===== src/rtl/uart_pkg.sv =====
// uart_pkg: shared UART FSM states and baud timing helpers
package uart_pkg;
  typedef enum logic [2:0] {IDLE, START, DATA, PARITY, STOP} state_e;
  function automatic int baud_cnt_max(input int clk_freq, input int uart_bps);
    return clk_freq / uart_bps;
  endfunction
  function automatic int baud_cnt_w(input int clk_freq, input int uart_bps);
    return baud_cnt_max(clk_freq, uart_bps) > 1 ? $clog2(baud_cnt_max(clk_freq, uart_bps)) : 1;
  endfunction
endpackage


===== src/rtl/uart_tx_fifo.sv =====
// uart_tx_fifo: first-word-fall-through byte FIFO feeding the transmitter
module uart_tx_fifo #(
  parameter int FIFO_DEPTH = 4
) (
  input  logic                          sys_clk,
  input  logic                          sys_rst,
  input  logic                          push,
  input  logic                          pop,
  input  logic [7:0]                    din,
  output logic [7:0]                    dout,
  output logic                          full,
  output logic                          empty,
  output logic [$clog2(FIFO_DEPTH):0]   count
);
  localparam int AW = $clog2(FIFO_DEPTH);
  logic [7:0] mem_q [FIFO_DEPTH];
  logic [AW-1:0] wr_q, wr_d, rd_q, rd_d;
  logic [AW:0] cnt_q, cnt_d;
  logic do_push, do_pop;
  always_comb begin
    full = cnt_q == (AW+1)'(FIFO_DEPTH);
    empty = cnt_q == '0;
    do_push = push && !full;
    do_pop = pop && !empty;
    wr_d = wr_q + AW'(do_push);
    rd_d = rd_q + AW'(do_pop);
    cnt_d = cnt_q + (AW+1)'(do_push) - (AW+1)'(do_pop);
    dout = mem_q[rd_q];
    count = cnt_q;
  end
  always_ff @(posedge sys_clk) begin
    if (sys_rst) begin
      wr_q <= '0;
      rd_q <= '0;
      cnt_q <= '0;
    end else begin
      wr_q <= wr_d;
      rd_q <= rd_d;
      cnt_q <= cnt_d;
    end
  end
  always_ff @(posedge sys_clk) if (do_push) mem_q[wr_q] <= din;
endmodule


===== src/rtl/uart_tx.sv =====
// uart_tx: buffered UART transmitter, LSB first, optional parity, 1 or 2 stop bits
module uart_tx import uart_pkg::*; #(
  parameter int UART_BPS   = 9600,
  parameter int CLK_FREQ   = 50_000_000,
  parameter int FIFO_DEPTH = 4,
  parameter int PARITY_EN  = 0,
  parameter int PARITY_ODD = 0,
  parameter int STOP_BITS  = 1
) (
  input  logic       sys_clk,
  input  logic       sys_rst,
  input  logic [7:0] pi_data,
  input  logic       pi_flag,
  output logic       pi_ready,
  output logic       tx,
  output logic       tx_busy,
  output logic       tx_done
);
  localparam int BAUD_MAX = baud_cnt_max(CLK_FREQ, UART_BPS);
  localparam int CW = baud_cnt_w(CLK_FREQ, UART_BPS);
  state_e state_q, state_d;
  logic [CW-1:0] baud_q, baud_d;
  logic [2:0] bit_q, bit_d;
  logic [7:0] shift_q, shift_d, dout;
  logic par_q, par_d, tx_q, tx_d, busy_q, busy_d, done_q, done_d;
  logic full, empty, pop, bit_end, last_stop, unused_count;
  logic [$clog2(FIFO_DEPTH):0] count;
  uart_tx_fifo #(.FIFO_DEPTH(FIFO_DEPTH)) u_fifo (
    .sys_clk(sys_clk), .sys_rst(sys_rst), .push(pi_flag), .pop(pop), .din(pi_data),
    .dout(dout), .full(full), .empty(empty), .count(count)
  );
  assign unused_count = ^count;
  assign pi_ready = !full;
  assign tx = tx_q;
  assign tx_busy = busy_q;
  assign tx_done = done_q;
  always_comb begin
    bit_end = baud_q == CW'(BAUD_MAX - 1);
    last_stop = bit_q == 3'(STOP_BITS - 1);
    pop = !empty && (state_q == IDLE || (state_q == STOP && bit_end && last_stop));
    state_d = state_q;
    baud_d = (state_q == IDLE || bit_end) ? '0 : baud_q + 1'b1;
    bit_d = bit_q;
    shift_d = pop ? dout : shift_q;
    par_d = pop ? (^dout) ^ 1'(PARITY_ODD) : par_q;
    case (state_q)
      IDLE:   if (pop) state_d = START;
      START:  if (bit_end) state_d = DATA;
      DATA:   if (bit_end) begin
        shift_d = shift_q >> 1;
        bit_d = bit_q + 3'd1;
        if (bit_q == 3'd7) state_d = (PARITY_EN != 0) ? PARITY : STOP;
      end
      PARITY: if (bit_end) state_d = STOP;
      STOP:   if (bit_end) begin
        bit_d = last_stop ? '0 : bit_q + 3'd1;
        if (last_stop) state_d = pop ? START : IDLE;
      end
      default: state_d = IDLE;
    endcase
    // line value follows the current state, so it lags the state by one cycle
    tx_d = state_q == START ? 1'b0 : state_q == DATA ? shift_q[0] : state_q == PARITY ? par_q : 1'b1;
    busy_d = state_q != IDLE;
    done_d = state_q == STOP && bit_end && last_stop;
  end
  always_ff @(posedge sys_clk) begin
    if (sys_rst) begin
      state_q <= IDLE;
      baud_q <= '0;
      bit_q <= '0;
      shift_q <= '0;
      par_q <= 1'b0;
      tx_q <= 1'b1;
      busy_q <= 1'b0;
      done_q <= 1'b0;
    end else begin
      state_q <= state_d;
      baud_q <= baud_d;
      bit_q <= bit_d;
      shift_q <= shift_d;
      par_q <= par_d;
      tx_q <= tx_d;
      busy_q <= busy_d;
      done_q <= done_d;
    end
  end
endmodule

===== config.mk =====
export PLATFORM = sky130hd
export DESIGN_NAME = uart_tx
export DESIGN_NICKNAME = d
export VERILOG_FILES = /design/src/rtl/uart_pkg.sv /design/src/rtl/uart_tx_fifo.sv /design/src/rtl/uart_tx.sv
export SDC_FILE = /design/constraint.sdc
export NUM_CORES = 1
export LEC_CHECK = 0
export BUFFER_PORTS_ARGS = -buffer_cell sky130_fd_sc_hd__buf_2
export CAP_MARGIN = 20
export CORE_ASPECT_RATIO = 1.25
export CORE_MARGIN = 2
export CORE_UTILIZATION = 60
export DETAILED_ROUTE_END_ITERATION = 8
export GPL_ROUTABILITY_DRIVEN = 0
export PLACE_DENSITY = 0.75
export SLEW_MARGIN = 25
export SYNTH_ARGS = -nofsm -noshare
export SYNTH_HDL_FRONTEND = slang
export SYNTH_SLANG_ARGS = --single-unit

===== constraint.sdc =====
create_clock -name sys_clk -period 3.15 [get_ports sys_clk]
set_input_delay 0.1575 -clock sys_clk [delete_from_list [all_inputs] [get_ports sys_clk]]
set_output_delay 0.1575 -clock sys_clk [all_outputs]
set_load 0.1 [all_outputs]

==> results of run 1 <==
==> per-layer routing <==
metal,GRT usage,vias to the layer above,share of wire
met2,0.345,29,0.52
met4,0.0755,0,0.010
li1,-,904,-
met5,0,-,0
met3,0.0650,4,0.036
met1,0.215,864,0.43
==> synthesized netlist by cell type, types with 2 or more instances <==
library cell  count  share of area
xnor2_1          15          0.044
mux4_2            8          0.061
or3_1             3         0.0063
xor2_1            8          0.024
nor3b_1           2         0.0051
nand4_1           2         0.0042
nand2b_1          2         0.0042
inv_1             8          0.010
mux2i_1          11          0.037
a21oi_1           6          0.010
nor2b_1           5          0.011
nand3_1           9          0.015
nor2_1           29          0.037
dfxtp_1          38           0.26
nand2_1          20          0.025
buf_2             3         0.0051
edfxtp_1         32           0.32
and3_1            3         0.0063
ha_1              8          0.034
nor3_1            6          0.010
o21ai_0           8          0.013
clkbuf_1          4         0.0051
==> area by class of cell <==
type	instances	area [µm²]
clock inverter	6	86.3
inverter	8	30.0
tap	60	75.1
clock buffer	10	128
multi-input combinational	157	1170
timing repair buffer	17	92.6
fill	361	1460
sequential	70	1720
==> registers in the layout, summed over array words and instances, names as in the netlist <==
register,flops
tx,1
par_q,1
bit_q,3
u_fifo.mem_q,32
tx_busy,1
tx_done,1
baud_q,13
u_fifo.wr_q,2
state_q,3
shift_q,8
u_fifo.count,3
u_fifo.rd_q,2
==> cells by family (layout without fill, tap and decap cells) <==
logic type	Yosys count	in the layout	share of synthesized area
adder cells (fa/ha/maj)	9	9	0.0404
multiplexers	19	19	0.0977
flip-flops	70	70	0.579
XOR/XNOR	23	23	0.0678
AND/OR/NAND/NOR	88	88	0.151
buffers and inverters	17	41	0.0265
AO/OA/AOI/OAI	18	18	0.0375
==> how the worst min path moves through the flow <==
stage | from | to | slack (ps) | cells after the start
after floorplan | pi_data[0] | u_fifo.mem_q[0][0] | 260 | 0
after global placement | pi_data[0] | u_fifo.mem_q[1][0] | 370 | 1
after detailed placement | pi_data[7] | u_fifo.mem_q[1][7] | 370 | 1
after CTS | pi_data[7] | u_fifo.mem_q[3][7] | 20 | 1
after global routing | pi_data[7] | u_fifo.mem_q[3][7] | 20 | 1
final | pi_data[7] | u_fifo.mem_q[3][7] | 30 | 1
==> power by group <==
group	internal, W	switching, W	total (W)
Sequential	0.00111	0.000130	0.00124
Combinational	0.000420	0.000468	0.000888
Clock	0.000444	0.000321	0.000766
Total	0.00197	0.000919	0.00289
==> worst reg2reg max path: stages (launching register included) <==
cell      delay [ps]
dfxtp_1          360
ha_1             240
nand2_1          130
nor4_2           260
nand3b_1         150
a21o_1           210
inv_1             70
ha_1             220
inv_1             60
ha_1             130
inv_1             40
fa_1             360
xor2_1           170
xnor2_1          130
nor2_1            50
==> through the flow <==
| step | hold slack, ps | std cells |
|---|---|---|
| global route | 16.5 | 328 |
| finish | 31.9 | 328 |
| floorplan | 256 | 244 |
| detailed placement | 375 | 312 |
| CTS | 17.3 | 328 |
| global placement | 372 | 312 |
==> metrics.md, run 1 <==
| Metric | Value |
|---|---|
| Outcome | completed |
| Layout area overhead | 11.2% |
| Register area share after synthesis | 0.579 |
| Endpoints failing hold | 0 |
| Antenna-violating nets left | 0 |
| CP peak stage delay | between 300 and 400 ps |
| Fraction of layout cells with a size suffix above 1 | 0.175 |
| Final setup margin | 447 ps |
| Commonest register cell after synthesis | dfxtp_1 |
| End point of the critical path | u_fifo.count[2] |
| Register bit total from synthesis | 70 |
| CP startpoint | baud_q[0] |
| Cts hold-fix bufs | 0 |
| DRC | 0 |
| Setup-failing EPs final | 0 |
| Post_cts resized | 0 |
| Die Y | 82.7 µm |
| Fmax | 370 MHz |
| Via count | 1801 |
| Setup TNS | 0 ps |
| Buffers on Ports | 14 |
| Warning count from the yosys run | 0 |
| Post-CTS setup buffers | 0 |
| Buf/Inv on CP | 3 |
| # nets final | 283 |
| Worst slew margin | 0.498 |
| Site row count | 28 |
| Critical-path cell list | ha_1, nand2_1, nor4_2, nand3b_1, a21o_1, inv_1, ha_1, inv_1, ha_1, inv_1, fa_1, xor2_1, xnor2_1, nor2_1 |
| FF-to-FF setup slack | 450 ps |
| CP endpoint kind | flip-flop |
| Leak pwr | between 1 and 1.5 nW |
| Total global-route track usage | 0.195 |
| Pre-Repair DR Iteration Count | 4 |
| Clock slew seen by the registers of the worst setup and hold paths | approximately 70 ps |
| Clock Sinks | 70 |
| Routed wire per std cell | 14.0 µm |
| Critical path arrival | 2920 ps |
| Die area | 5540 µm² |
| Number of CTS-inserted buffers | 9 |
| Total Routed Length | 4580 µm |
| Cell Area, Synth | 2970 µm² |
| Min cycle time layout | ~2700 ps |
| FF-to-FF path depth | 14 |
| Post-Place Setup Slack | 431 ps |
| Commonest non-fill, non-tap cell in the layout | dfxtp_1 |
| Final Util | 0.694 |
| Slowest stage cell on the critical path | dfxtp_1 |
| Crit Reg-Reg Startpoint | baud_q[0] |
| Worst-Skew Late Latency | 340 ps |
| Total power | 0.00289 W |
| Commonest cells after routing, fill and taps aside | dfxtp_1, edfxtp_1, nor2_1 |
| Post-Syn Instances | approximately 240 |
| Placement Cell Area | just over 3000 µm² |
| R2r endpoint | u_fifo.count[2] |
| Yosys cell types | 36 |
| H-Tree Level Count | 3 |
| I/O pins | 15 |
| Starting DRT DRC Count | 125 |
| Hold WC Path Type | in -> reg |
| Antenna violations before repair | 0 |
| Largest net degree at the start of global routing | 21 |
| Cell area after layout | 3300 µm² |
| First-pass GRT wire length | 7780 µm |
| Die width | 66.9 µm |
| Initial Utilization | 0.624 |
| Cell family with most CP delay | adder cells |
| Syn Area/Cell | about 12 µm² |
| Setup CP Type | reg -> reg |
| EDFF count, synth | 32 |
| PwrDens | 874 nW/µm² |
| Core region area | ~4800 µm² |
| Mapped Nets | 264 |
| GRT Residual Overflow | 0 |
| Fin crit share | 0.858 |
| Unrepaired setup endpoints after global routing | false |
| Async S/R FF share, synth | 0 |
| Via/cell ratio | about 5.5 |
| Crit path launch type | flip-flop |
| CTS root buffer | clkbuf_8 |
| Max-capacitance violation count | 0 |
| CTS tree | done |
| HPWL Detailed | 3210 µm |
| Vias in the first global route | 1791 |
| Skew final | between 8 and 9 ps |
| # diodes | 0 |
| Max Slew Vio Count | 0 |
| Crit. path cell count | 14 |
| Largest fanout on the critical path | 4 |
| Actual slew at the worst max-slew pin | approximately 750 ps |
| VDD IR max | 577 µV |
| Max Root-Sink Buffers | 2 |
| Worst path required time | 3370 ps |
No activity file was read; power rests on OpenSTA's default activity.
==> run 2, diff against run 1 <==
- HOLD_SLACK_MARGIN: unset -> 0.08
==> metrics.md, run 2 (synthesized netlist as in run 1, its figures left out) <==
| Metric | Value |
|---|---|
| Leak pwr | 1.24 nW (+2.8%) |
| Endpoints failing hold | 0 (unchanged) |
| Setup-failing EPs final | 0 (unchanged) |
| First-pass GRT wire length | 8340 µm (+7.2%) |
| Vias in the first global route | 1876 (+4.7%) |
| Commonest non-fill, non-tap cell in the layout | dfxtp_1 |
| Outcome | completed |
| Die area | 5540 µm² (unchanged) |
| Hold EP | u_fifo.count[1] |
| CP endpoint kind | flip-flop |
| Buffers on Ports | 14 (unchanged) |
| DRC | 0 (unchanged) |
| Setup CP Type | reg -> reg |
| Number of CTS-inserted buffers | 9 (unchanged) |
| Total power | 0.00291 W (+0.81%) |
| Max Slew Vio Count | 0 (unchanged) |
| Multi-input combinational cell area | 1170 µm² (unchanged) |
| Crit path launch type | flip-flop |
| Via/cell ratio | 5.55 (+1.1%) |
| HPWL Detailed | 3210 µm (unchanged) |
| Worst-Skew Late Latency | 330 ps (about the same) |
| Fillers | 347 (-3.9%) |
| Sequential Area | 1720 µm² (unchanged) |
| Reg with most FFs | u_fifo.mem_q |
| Largest register FFs | 32 (unchanged) |
| Worst path required time | 3370 ps (about the same) |
| GRT Residual Overflow | 0 (unchanged) |
| Critical path arrival | 2920 ps (about the same) |
| Logic pwr share | 0.310 (+0.003) |
| Worst hold slack | 227 ps (+195 ps) |
| H-Tree Level Count | 3 (unchanged) |
| Total Routed Length | 5030 µm (+9.8%) |
| Largest fanout on the critical path | 4 (unchanged) |
| Site row count | 28 (unchanged) |
| Max Root-Sink Buffers | 2 (unchanged) |
| Antenna-violating nets left | 0 (unchanged) |
| R2r endpoint | u_fifo.count[2] |
| Min cycle time layout | 2710 ps (+5.06 ps) |
| Core region area | 4760 µm² (unchanged) |
| Setup TNS | 0 ps (unchanged) |
| Starting DRT DRC Count | 132 (+5.6%) |
| FF-to-FF setup slack | 440 ps (about the same) |
| Net Switching | 0.000936 W (+1.8%) |
| Antenna violations before repair | 0 (unchanged) |
| Total global-route track usage | 0.210 (+0.0158) |
| I/O pins | 15 (unchanged) |
| PwrDens | 860 nW/µm² (-1.6%) |
| Fmax | 369 MHz (-0.19%) |
| Hold WC Path Type | in -> reg |
| Worst hold start | sys_rst |
| Sequential fraction of design power | 0.425 (-0.003) |
| Critical-path cell list | ha_1, nand2_1, nor4_2, nand3b_1, a21o_1, inv_1, ha_1, inv_1, ha_1, inv_1, fa_1, xor2_1, xnor2_1, nor2_1 |
| Pre-Repair DR Iteration Count | 4 (unchanged) |
| Actual slew at the worst max-slew pin | 758 ps (+8.07 ps) |
| Max-capacitance violation count | 0 (unchanged) |
| Fraction of layout cells with a size suffix above 1 | 0.170 (-0.00508) |
| Internal power | 0.00198 W (+0.36%) |
| Crit Reg-Reg Startpoint | baud_q[0] |
| Worst hold path depth | 2 (+1) |
| Routed wire per std cell | 15.0 µm (+7.2%) |
| FF-to-FF path depth | 14 (unchanged) |
| Initial Utilization | 0.624 (unchanged) |
| # nets final | 291 (+2.8%) |
| Slowest stage cell on the critical path | dfxtp_1 |
| Skew final | 7.12 ps (-1.25 ps) |
| Clock slew seen by the registers of the worst setup and hold paths | 70 ps (about the same) |
| Worst slew margin | 0.493 (-0.00540) |
| Switching Share | 0.321 (+0.00307) |
| CTS tree | done |
| # diodes | 0 (unchanged) |
| Layout area overhead | 13.9% |
| Fin crit share | 0.860 (+0.00161) |
| CTS root buffer | clkbuf_8 |
| Die Y | 82.7 µm (unchanged) |
| VDD IR max | 578 µV (+0.17%) |
| Clock Sinks | 70 (unchanged) |
| Top flop regs | u_fifo.mem_q: 32 flops, baud_q: 13 flops, shift_q: 8 flops |
| CP peak stage delay | 360 ps (about the same) |
| Die width | 66.9 µm (unchanged) |
| Commonest cells after routing, fill and taps aside | dfxtp_1, edfxtp_1, nor2_1 |
| Unrepaired setup endpoints after global routing | false |
| Largest net degree at the start of global routing | 21 (unchanged) |
| Clk pwr share | 0.265 (about the same) |
| Via count | 1865 (+3.6%) |
run 2: cell types whose count changed in the layout (fill, tap and decap cells not counted):
cell | previous run | this run
dlygate4sd3_1 | 0 | 8
run 2: worst max-delay path: cells and delay by family (launching register included):
kind,cells,cell delay (ps)
AO/OA/AOI/OAI,1,210
XOR/XNOR,2,300
adder cells (fa/ha/maj),4,950
buffers and inverters,3,170
flip-flops,1,360
AND/OR/NAND/NOR,4,600
run 2: power by group through the flow:
stage	logic [W]	registers, W	clock network, W
6_report	0.000904	0.00124	0.000770
5_1_grt	0.00100	0.00126	0.000822
4_1_cts	0.000912	0.00124	0.000780
3_5_place_dp	0.000901	0.00126	0
3_3_place_gp	0.000881	0.00125	0
2_1_floorplan	0.000768	0.00124	0
run 2: metrics by stage:
step	util	worst slack (ps)	instances	instance area, µm²
final	0.710	442	336	3380
after global routing	0.710	238	336	3380
after CTS	0.710	424	336	3380
after detailed placement	0.649	431	312	3090
after global placement	0.649	502	312	3090
after floorplan	-	466	244	2970
run 2: final cells by class:
| class | count | share of cell area |
|---|---|---|
| clock buffers | 10 | 0.0377 |
| inverters | 8 | 0.00887 |
| well taps | 60 | 0.0222 |
| flip-flops and latches | 70 | 0.509 |
| multi-input cells | 157 | 0.346 |
| repair buffers | 25 | 0.0510 |
| clock inverters | 6 | 0.0255 |
run 2: worst max-delay path by stage:
stage              start               to  slack, ps  cells past startpoint
3_3_place_gp   baud_q[0]  u_fifo.count[2]        500                     14
4_1_cts        baud_q[0]  u_fifo.count[2]        420                     14
3_5_place_dp   baud_q[0]  u_fifo.count[2]        430                     14
6_report       baud_q[0]  u_fifo.count[2]        440                     14
5_1_grt         bit_q[0]  u_fifo.count[2]        240                     15
2_1_floorplan  baud_q[0]  u_fifo.count[2]        470                     15
run 2: routing by layer:
metal,vias up,share of wire,global-route usage
li1,919,-,-
met1,904,0.43,0.230
met2,33,0.52,0.381
met3,9,0.032,0.0678
met4,0,0.017,0.0755
met5,-,0,0
run 2: what timing repair did:
action                    in CTS  in global routing
hold buffers                   8                  0
resized for setup              0                  0
setup buffers                  0                  0
hold endpoints to repair      32                  0
